--- config.mk ---
export PLATFORM = sky130hd
export DESIGN_NAME = multicycle_cpu
export DESIGN_NICKNAME = d
export VERILOG_FILES = /design/src/rtl/cpu_pkg.sv /design/src/rtl/cpu_alu.sv /design/src/rtl/multicycle_cpu.sv
export SDC_FILE = /design/constraint.sdc
export NUM_CORES = 1
export LEC_CHECK = 0
export BUFFER_PORTS_ARGS = -buffer_cell sky130_fd_sc_hd__buf_2
export CORE_ASPECT_RATIO = 1.75
export CORE_MARGIN = 2
export CORE_UTILIZATION = 56
export CTS_CLUSTER_SIZE = 16
export DETAILED_ROUTE_END_ITERATION = 8
export PLACE_DENSITY = 0.73
export SETUP_SLACK_MARGIN = 0.15
export SYNTH_ARGS = -nofsm -noshare
export SYNTH_HDL_FRONTEND = slang
export SYNTH_SLANG_ARGS = --single-unit
--- constraint.sdc ---
create_clock -name CLOCK_50 -period 8.61 [get_ports CLOCK_50]
set_clock_uncertainty 0.05 [all_clocks]
set_input_delay 1.2915 -clock CLOCK_50 [delete_from_list [all_inputs] [get_ports CLOCK_50]]
set_output_delay 1.2915 -clock CLOCK_50 [all_outputs]
set_load 0.05 [all_outputs]
--- src/rtl/cpu_pkg.sv ---
// Shared encodings for the multicycle accumulator core: opcodes, FSM states,
// ALU operations and the instruction-class decoder.
package cpu_pkg;

    typedef enum logic [2:0] {
        StIdle   = 3'd0,
        StFetch  = 3'd1,
        StDecode = 3'd2,
        StExec   = 3'd3,
        StWb     = 3'd4,
        StHalt   = 3'd5
    } state_e;

    typedef enum logic [2:0] {
        AluAdd,
        AluSub,
        AluOr,
        AluNand,
        AluShl,
        AluShr
    } alu_op_e;

    typedef enum logic [2:0] {
        ClsAlu,
        ClsLoad,
        ClsStore,
        ClsBranch,
        ClsHalt,
        ClsNop
    } instr_cls_e;

    localparam logic [3:0] OpLoad  = 4'b0000;
    localparam logic [3:0] OpStore = 4'b0010;
    localparam logic [3:0] OpAdd   = 4'b0100;
    localparam logic [3:0] OpSub   = 4'b0110;
    localparam logic [3:0] OpNand  = 4'b1000;
    localparam logic [3:0] OpJ     = 4'b0001;
    localparam logic [3:0] OpBnz   = 4'b0101;
    localparam logic [3:0] OpBpz   = 4'b1001;
    localparam logic [3:0] OpBz    = 4'b1010;
    localparam logic [3:0] OpHalt  = 4'b1100;
    localparam logic [2:0] OpOriLow   = 3'b111;
    localparam logic [2:0] OpShiftLow = 3'b011;

    // ORi and SHIFT are matched on the low three bits before the full opcode.
    function automatic instr_cls_e decode_cls(input logic [3:0] op);
        instr_cls_e cls;
        if (op[2:0] == OpOriLow || op[2:0] == OpShiftLow) begin
            cls = ClsAlu;
        end else begin
            case (op)
                OpLoad:                   cls = ClsLoad;
                OpStore:                  cls = ClsStore;
                OpAdd, OpSub, OpNand:     cls = ClsAlu;
                OpJ, OpBnz, OpBpz, OpBz:  cls = ClsBranch;
                OpHalt:                   cls = ClsHalt;
                default:                  cls = ClsNop;
            endcase
        end
        return cls;
    endfunction

endpackage

--- src/rtl/cpu_alu.sv ---
// Combinational ALU for the multicycle core with negative/zero result flags.
module cpu_alu
    import cpu_pkg::*;
#(
    parameter int unsigned DATA_W = 8
) (
    input  logic [DATA_W-1:0] a_i,
    input  logic [DATA_W-1:0] b_i,
    input  alu_op_e           op_i,
    input  logic [1:0]        shamt_i,
    output logic [DATA_W-1:0] res_o,
    output logic              n_o,
    output logic              z_o
);

    always_comb begin
        res_o = '0;
        case (op_i)
            AluAdd:  res_o = a_i + b_i;
            AluSub:  res_o = a_i - b_i;
            AluOr:   res_o = a_i | b_i;
            AluNand: res_o = ~(a_i & b_i);
            AluShl:  res_o = a_i << shamt_i;
            AluShr:  res_o = a_i >> shamt_i;
            default: res_o = '0;
        endcase
    end

    assign n_o = res_o[DATA_W-1];
    assign z_o = (res_o == '0);

endmodule

--- src/rtl/multicycle_cpu.sv ---
// Multicycle accumulator-style core: 4-entry register file, control FSM and
// datapath registers around a req/ready memory port with run/step control.
module multicycle_cpu
    import cpu_pkg::*;
#(
    parameter int unsigned       DATA_W   = 8,
    parameter int unsigned       ADDR_W   = 8,
    parameter logic [ADDR_W-1:0] RESET_PC = '0,
    parameter int unsigned       CNT_W    = 16
) (
    input  logic              CLOCK_50,
    input  logic              RESETn,
    input  logic              run,
    input  logic              step,
    output logic              mem_req,
    output logic              mem_we,
    output logic [ADDR_W-1:0] mem_addr,
    output logic [DATA_W-1:0] mem_wdata,
    input  logic [DATA_W-1:0] mem_rdata,
    input  logic              mem_ready,
    output logic [ADDR_W-1:0] pc,
    output logic [7:0]        ir,
    output logic [2:0]        state,
    output logic              flag_n,
    output logic              flag_z,
    output logic              halted,
    output logic [CNT_W-1:0]  instr_count
);

    state_e            state_q, state_d;
    logic [ADDR_W-1:0] pc_q, pc_d;
    logic [7:0]        ir_q, ir_d;
    logic [DATA_W-1:0] regs_q [4];
    logic [DATA_W-1:0] regs_d [4];
    logic [DATA_W-1:0] a_q, a_d, b_q, b_d, alu_q, alu_d, mdr_q, mdr_d;
    logic              flag_n_q, flag_n_d, flag_z_q, flag_z_d;
    logic [CNT_W-1:0]  cnt_q, cnt_d;

    instr_cls_e        cls;
    logic              is_ori, taken, retire;
    logic [1:0]        dest;
    alu_op_e           alu_op;
    logic [DATA_W-1:0] alu_b, alu_res;
    logic              alu_n, alu_z;

    assign cls    = decode_cls(ir_q[3:0]);
    assign is_ori = (ir_q[2:0] == OpOriLow);
    assign dest   = is_ori ? 2'd1 : ir_q[7:6];

    always_comb begin
        alu_op = AluAdd;
        alu_b  = b_q;
        if (is_ori) begin
            alu_op = AluOr;
            alu_b  = DATA_W'(ir_q[7:3]);
        end else if (ir_q[2:0] == OpShiftLow) begin
            alu_op = ir_q[5] ? AluShl : AluShr;
        end else begin
            case (ir_q[3:0])
                OpSub:   alu_op = AluSub;
                OpNand:  alu_op = AluNand;
                default: alu_op = AluAdd;
            endcase
        end
    end

    always_comb begin
        case (ir_q[3:0])
            OpJ:     taken = 1'b1;
            OpBnz:   taken = !flag_z_q;
            OpBpz:   taken = !flag_n_q;
            OpBz:    taken = flag_z_q;
            default: taken = 1'b0;
        endcase
    end

    cpu_alu #(
        .DATA_W (DATA_W)
    ) u_alu (
        .a_i     (a_q),
        .b_i     (alu_b),
        .op_i    (alu_op),
        .shamt_i (ir_q[4:3]),
        .res_o   (alu_res),
        .n_o     (alu_n),
        .z_o     (alu_z)
    );

    // FSM: state register
    always_ff @(posedge CLOCK_50 or negedge RESETn) begin
        if (!RESETn) begin
            state_q <= StIdle;
        end else begin
            state_q <= state_d;
        end
    end

    // FSM: next state
    always_comb begin
        state_d = state_q;
        unique case (state_q)
            StIdle:   if (run || step) state_d = StFetch;
            StFetch:  if (mem_ready) state_d = StDecode;
            StDecode: state_d = StExec;
            StExec: begin
                case (cls)
                    ClsAlu:   state_d = StWb;
                    ClsLoad:  if (mem_ready) state_d = StWb;
                    ClsStore: if (mem_ready) state_d = run ? StFetch : StIdle;
                    ClsHalt:  state_d = StHalt;
                    default:  state_d = run ? StFetch : StIdle;
                endcase
            end
            StWb:     state_d = run ? StFetch : StIdle;
            StHalt:   state_d = StHalt;
            default:  state_d = StIdle;
        endcase
    end

    // FSM: outputs
    always_comb begin
        mem_req   = 1'b0;
        mem_we    = 1'b0;
        mem_addr  = pc_q;
        mem_wdata = '0;
        retire    = 1'b0;
        if (state_q == StFetch) begin
            mem_req = 1'b1;
        end else if (state_q == StExec) begin
            case (cls)
                ClsLoad: begin
                    mem_req  = 1'b1;
                    mem_addr = b_q[ADDR_W-1:0];
                end
                ClsStore: begin
                    mem_req   = 1'b1;
                    mem_we    = 1'b1;
                    mem_addr  = b_q[ADDR_W-1:0];
                    mem_wdata = a_q;
                    retire    = mem_ready;
                end
                ClsAlu:  retire = 1'b0;
                default: retire = 1'b1;
            endcase
        end else if (state_q == StWb) begin
            retire = 1'b1;
        end
    end

    always_comb begin
        pc_d     = pc_q;
        ir_d     = ir_q;
        regs_d   = regs_q;
        a_d      = a_q;
        b_d      = b_q;
        alu_d    = alu_q;
        mdr_d    = mdr_q;
        flag_n_d = flag_n_q;
        flag_z_d = flag_z_q;
        cnt_d    = cnt_q + CNT_W'(retire);
        case (state_q)
            StFetch: begin
                if (mem_ready) begin
                    ir_d = mem_rdata[7:0];
                    pc_d = pc_q + ADDR_W'(1);
                end
            end
            StDecode: begin
                a_d = regs_q[dest];
                b_d = regs_q[ir_q[5:4]];
            end
            StExec: begin
                case (cls)
                    ClsAlu: begin
                        alu_d    = alu_res;
                        flag_n_d = alu_n;
                        flag_z_d = alu_z;
                    end
                    ClsLoad:   if (mem_ready) mdr_d = mem_rdata;
                    // Offset is relative to the already-incremented PC.
                    ClsBranch: if (taken) pc_d = pc_q + {{(ADDR_W-4){ir_q[7]}}, ir_q[7:4]};
                    default:   ;
                endcase
            end
            StWb:    regs_d[dest] = (cls == ClsLoad) ? mdr_q : alu_q;
            default: ;
        endcase
    end

    always_ff @(posedge CLOCK_50 or negedge RESETn) begin
        if (!RESETn) begin
            pc_q     <= RESET_PC;
            ir_q     <= '0;
            for (int i = 0; i < 4; i++) regs_q[i] <= '0;
            a_q      <= '0;
            b_q      <= '0;
            alu_q    <= '0;
            mdr_q    <= '0;
            flag_n_q <= 1'b0;
            flag_z_q <= 1'b0;
            cnt_q    <= '0;
        end else begin
            pc_q     <= pc_d;
            ir_q     <= ir_d;
            regs_q   <= regs_d;
            a_q      <= a_d;
            b_q      <= b_d;
            alu_q    <= alu_d;
            mdr_q    <= mdr_d;
            flag_n_q <= flag_n_d;
            flag_z_q <= flag_z_d;
            cnt_q    <= cnt_d;
        end
    end

    assign pc          = pc_q;
    assign ir          = ir_q;
    assign state       = state_q;
    assign flag_n      = flag_n_q;
    assign flag_z      = flag_z_q;
    assign halted      = (state_q == StHalt);
    assign instr_count = cnt_q;

endmodule

## Word level (Yosys, flattened, before mapping)

Memory sizes are Yosys's and may differ from the RTL's.
Cells that the tools add are included.

- Register bits after elaboration: 101
- Memory bits (read-only): 48
- Input port bits: 13
- Output and inout port bits: 56
- Memories: 1

Memories:

| memory | words | bits a word | rd ports | clocked after memory_dff | wr ports | line | text |
|---|---|---|---|---|---|---|---|
| (no name shown) | 16 | 3 | 1 | 0 | 0 | cpu_pkg.sv:51 | `case (op)` |

- $add $sub $neg: 5
- Magnitude comparators: 3
- Eq/ne operators: 28
- Shifts and indexed selects: 2
- Muxes and demuxes: 46
- Bitwise logic cells: 5
- Reduce and logical (&&, ||, !) cells: 17

Operator list:

| cell | number |
|---|---|
| $mux W8 | 16 |
| $pmux W8 S6 | 1 |
| $bmux W8 S2 | 2 |
| $bwmux W32 | 1 |
| $eq A3 B2 Y1 const B | 7 |
| $mux W3 | 7 |
| $eq A3 B3 Y1 const B | 6 |
| $pmux W3 S6 | 1 |
| $add A16 B1 Y16 | 1 |
| $add A8 B8 Y8 | 2 |
| $demux W8 S2 | 1 |
| $pmux W8 S2 | 1 |
| $eq A4 B4 Y1 const B | 3 |
| $pmux W3 S4 | 1 |
| $mux W1 | 11 |
| $eq A3 B1 Y1 const B | 3 |
| $logic_not A3 Y1 | 3 |
| $add A8 B1 Y8 const B | 1 |
| $and A8 B8 Y8 | 1 |
| $eq A4 B3 Y1 const B | 2 |
| $logic_not A8 Y1 | 1 |
| $not A8 Y8 | 1 |
| $or A8 B8 Y8 | 1 |
| $reduce_and A4 Y1 | 2 |
| other kinds (21) | 30 |

## Longest topological paths before layout

- Depth after elaboration: 9
- Gate-level depth with buffers: 18

## Cells and area by module

A second synthesis with hierarchy kept.

- Cell total of the unflattened synthesis: 675
- Area total of the unflattened synthesis: 6616.3 µm²

By module, submodules not included:

| module | times used | cells each | area each (µm²) |
|---|---|---|---|
| multicycle_cpu | 1 | 504 | 5470.2 |
| cpu_alu | 1 | 171 | 1146.1 |

## Worst setup path before layout

Ideal clock, no wire load.

- Path kind: reg2out
- Start point: register ir_q[0] (netlist: ir[0])
- End point: output mem_addr[1]
- Data arrival time: 3.044 ns
- Setup slack: 4.225 ns
- Stages on the path, launching flop included: 10
- Buffers on the path: 1
- Cells stage by stage: dfrtp_1 inv_1 ha_1 nand2b_1 a21oi_2 nor2_4 inv_2 a21oi_1 buf_4 o21ai_0

- Cells in the longest elaborated chain, start to end: 8
- Elaborated cells between the ends (all ways): 11
- Those cells by class: 4 x eq/ne; 4 x mux; 2 x reduce/logical; 1 x memory

Ends and longest elaborated chain:

| element | line | text |
|---|---|---|
| start: declaration | multicycle_cpu.sv:32 | `logic [7:0] ir_q, ir_d;` |
| start signal: assignment | multicycle_cpu.sv:204 | `ir_q <= ir_d;` |
| parallel branches: the longest is 2 deep, another holds $mem_v2 Z16 W3 | - |  |
| $mux W3 * | cpu_pkg.sv:48 | `if (op[2:0] == OpOriLow \|\| op[2:0] == OpShiftLow) begin` |
| $eq A3 B1 Y1 or $eq A3 B2 Y1 (tied branches) | multicycle_cpu.sv:130 | `case (cls)` |
| $reduce_or A2 Y1 (no source line) * | - |  |
| $mux W8 * | multicycle_cpu.sv:130 |  |
| $mux W8 * | multicycle_cpu.sv:129 | `end else if (state_q == StExec) begin` |
| $mux W8 * | multicycle_cpu.sv:127 | `if (state_q == StFetch) begin` |
| end: declaration | multicycle_cpu.sv:17 | `output logic [ADDR_W-1:0] mem_addr,` |

Mark *: on every way between the ends.

## Worst setup path in the final report

- Start point: register ir_q[0] (netlist: ir[0])
- End point: output mem_addr[6]

The elaborated chain is that of the path after synthesis.

==> qor.yml <==
setup_tns_ns: 0
ioPinCount: 69
routed_wl_mm: 17.3
cp_data_required_time_ns: 7.27
dr.pass1.iters: 5
end_kind: "primary output"
grt_pass1_vias: 5590
synth_xor_area_share_pct: 3.77
async_reset_ff_share_pct: 100
nFillCells: 991
numCtsBuffers: 9
rsz0062_at_grt: "false"
syn2layout_area_growth_pct: 9.55
dieArea_um2: 12500
vias: 5505
via_per_inst: 6.31
cts-root-buf: "clkbuf_16"
post_drt_wl_per_cell_um: 19.9
drive_gt1_share_pct: 19.8
antenna_left: 0
nets: 771
slew_viol_final: 0
ys_ff_latch: 100
slew_headroom_pct: 24.8
cap_viol_max_count: 0
initial_core_util_pct: 56.9
core.rowCount: 52
period_minus_slack_ns: 5.03
coreArea_um2: 11500
clockBufferDepth: 2
worst_slack_ns: 3.58
synthAdderAreaFrac_pct: 5.03
grt_max_degree: 69
synth_fp_nets: 729
initialDrtViolationCount: 367
tritoncts: "done"
grt_first_pass_wirelength_mm: 28.0
fmax_ghz: 0.199
drc: 0
post_cts_resized: 0
synth_edf_count: 0
seq_area_um2: 2500
diodes: 0
globalRouteOverflowTotal: 0
layout_common_cells: "dfrtp_1 (100), nand2_1 (90), buf_2 (67), o21ai_0 (64), a21oi_1 (39)"
start_kind: "register"
die_x_um: 85.5
synthMuxAreaShare_pct: 13.8
die_h_um: 147
hold_viol_final: 0
multi_input_area_um2: 3700
clkTransAtPathRegs_ns: 0.07
synth_top_family_by_area: "simple AND/OR/NAND/NOR gates"
finalWeightedCongestion: 0.925
status: "complete, no violations"
synth_seq_area_share_pct: 38.4
postSynthAreaPerCell_um2: 9.42
track_usage_pct: 28.6
ctsHtreeMaxLevel: 3
synth_top_cells_by_area: "dfrtp_1 (38%), mux2_2 (5.7%), nand2_1 (5.2%)"
cp.arrival_ns: 3.69
synth-simple-area-share_pct: 18.9
synth_compound_area_share_pct: 15.4
clkSinkCount: 100
worstSetupPathType: "reg -> out"
synth_top_area_share_pct: 38.4
holdBufCountCts: 0
worst_slew_pin_slew_ns: 1.13
ys_warn_count: 0
yosys_most_used_dff: "dfrtp_1"
fin_crit_sh_pct: 58.4
fin_cells: 872
antenna_found_initial: 0
dp.cells: 857
holdCritPathClass: "reg -> reg"
synth_cell_types: 74
pre_cts_ws_ns: 3.95
setup_viol: 0
synth.largest_area_cell: "dfrtp_1"
dpl.hpwl_mm: 12.7
portBuffers: 68
insertion_delay_ns: 0.35
post-cts-setup-buffers: 0
syn-cell-area_um2: 6510
synth_cells: 691
crit_fanout: 24
final_common_cell: "dfrtp_1"
path summary, 6_finish.rpt:
path	start	end	slack (ns)	cells after the start
setup / recovery	ir[0]	mem_addr[6]	3.58	8
hold / removal	instr_count[15]	instr_count[15]	0.43	1
setup reg to reg	ir[0]	flag_z	4.56	14
hold reg to reg	instr_count[15]	instr_count[15]	0.43	1
max in group asynchronous	RESETn	regs_q[31]	6.47	2
min in group asynchronous	RESETn	state[0]	0.84	1
synth_stat cells, drive strengths merged (22+ instances only):
| master | n |
|---|---|
| dfrtp | 100 |
| ha | 23 |
| nand2 | 90 |
| o21ai | 66 |
| inv | 22 |
| mux2 | 34 |
| nor3 | 22 |
| nor2 | 31 |
| clkbuf | 27 |
| a21oi | 40 |
| mux2i | 31 |
cell type report:
| class | instances | share of cell area, % |
|---|---|---|
| multi-input cells | 524 | 51.9 |
| flip-flops and latches | 100 | 35.1 |
| well taps | 135 | 2.37 |
| inverters | 23 | 1.21 |
| clock buffers | 12 | 3.60 |
| clock inverters | 3 | 0.316 |
| repair buffers | 75 | 5.54 |
critical path, stage by stage, from the launching register on:
cell	delay [ns]
dfrtp_1	0.43
ha_1	0.49
a21oi_1	0.34
o31ai_4	0.16
nor2_4	0.33
inv_2	0.09
a21oi_1	0.87
mux2_2	0.42
buf_2	0.21
through the flow:
step / util, % / instance area (um2) / hold slack, ns
after floorplan: - / 6510 / 0.413
final: 62.3 / 7130 / 0.434
after global placement: 59.9 / 6850 / 0.408
after CTS: 62.3 / 7130 / 0.441
after global routing: 62.3 / 7130 / 0.459
after detailed placement: 59.9 / 6850 / 0.428
per-layer routing:
layer  GRT usage [%]  wire, um
met5               0         0
met2            49.8      8830
met4            19.9      1230
met1            30.6      6370
met3            5.14       907
state kept, by name, summed over array words and instances, names as in the netlist:
register,flops
instr_count,16
flag_z,1
state,3
pc,8
ir,8
alu_q,8
regs_q,32
a_q,8
b_q,8
mdr_q,8
kinds of logic (layout without fill, tap and decap cells):
kind of cell	count (synthesis)	count (layout)
flops	100	100
simple gates	235	235
buf+inv	67	113
xor+xnor	28	28
fa+ha+maj	25	25
mux	74	74
compound gates	162	162
Power is not shown: default switching activity piles up to over one toggle a cycle in this logic, so the estimate is an artifact.
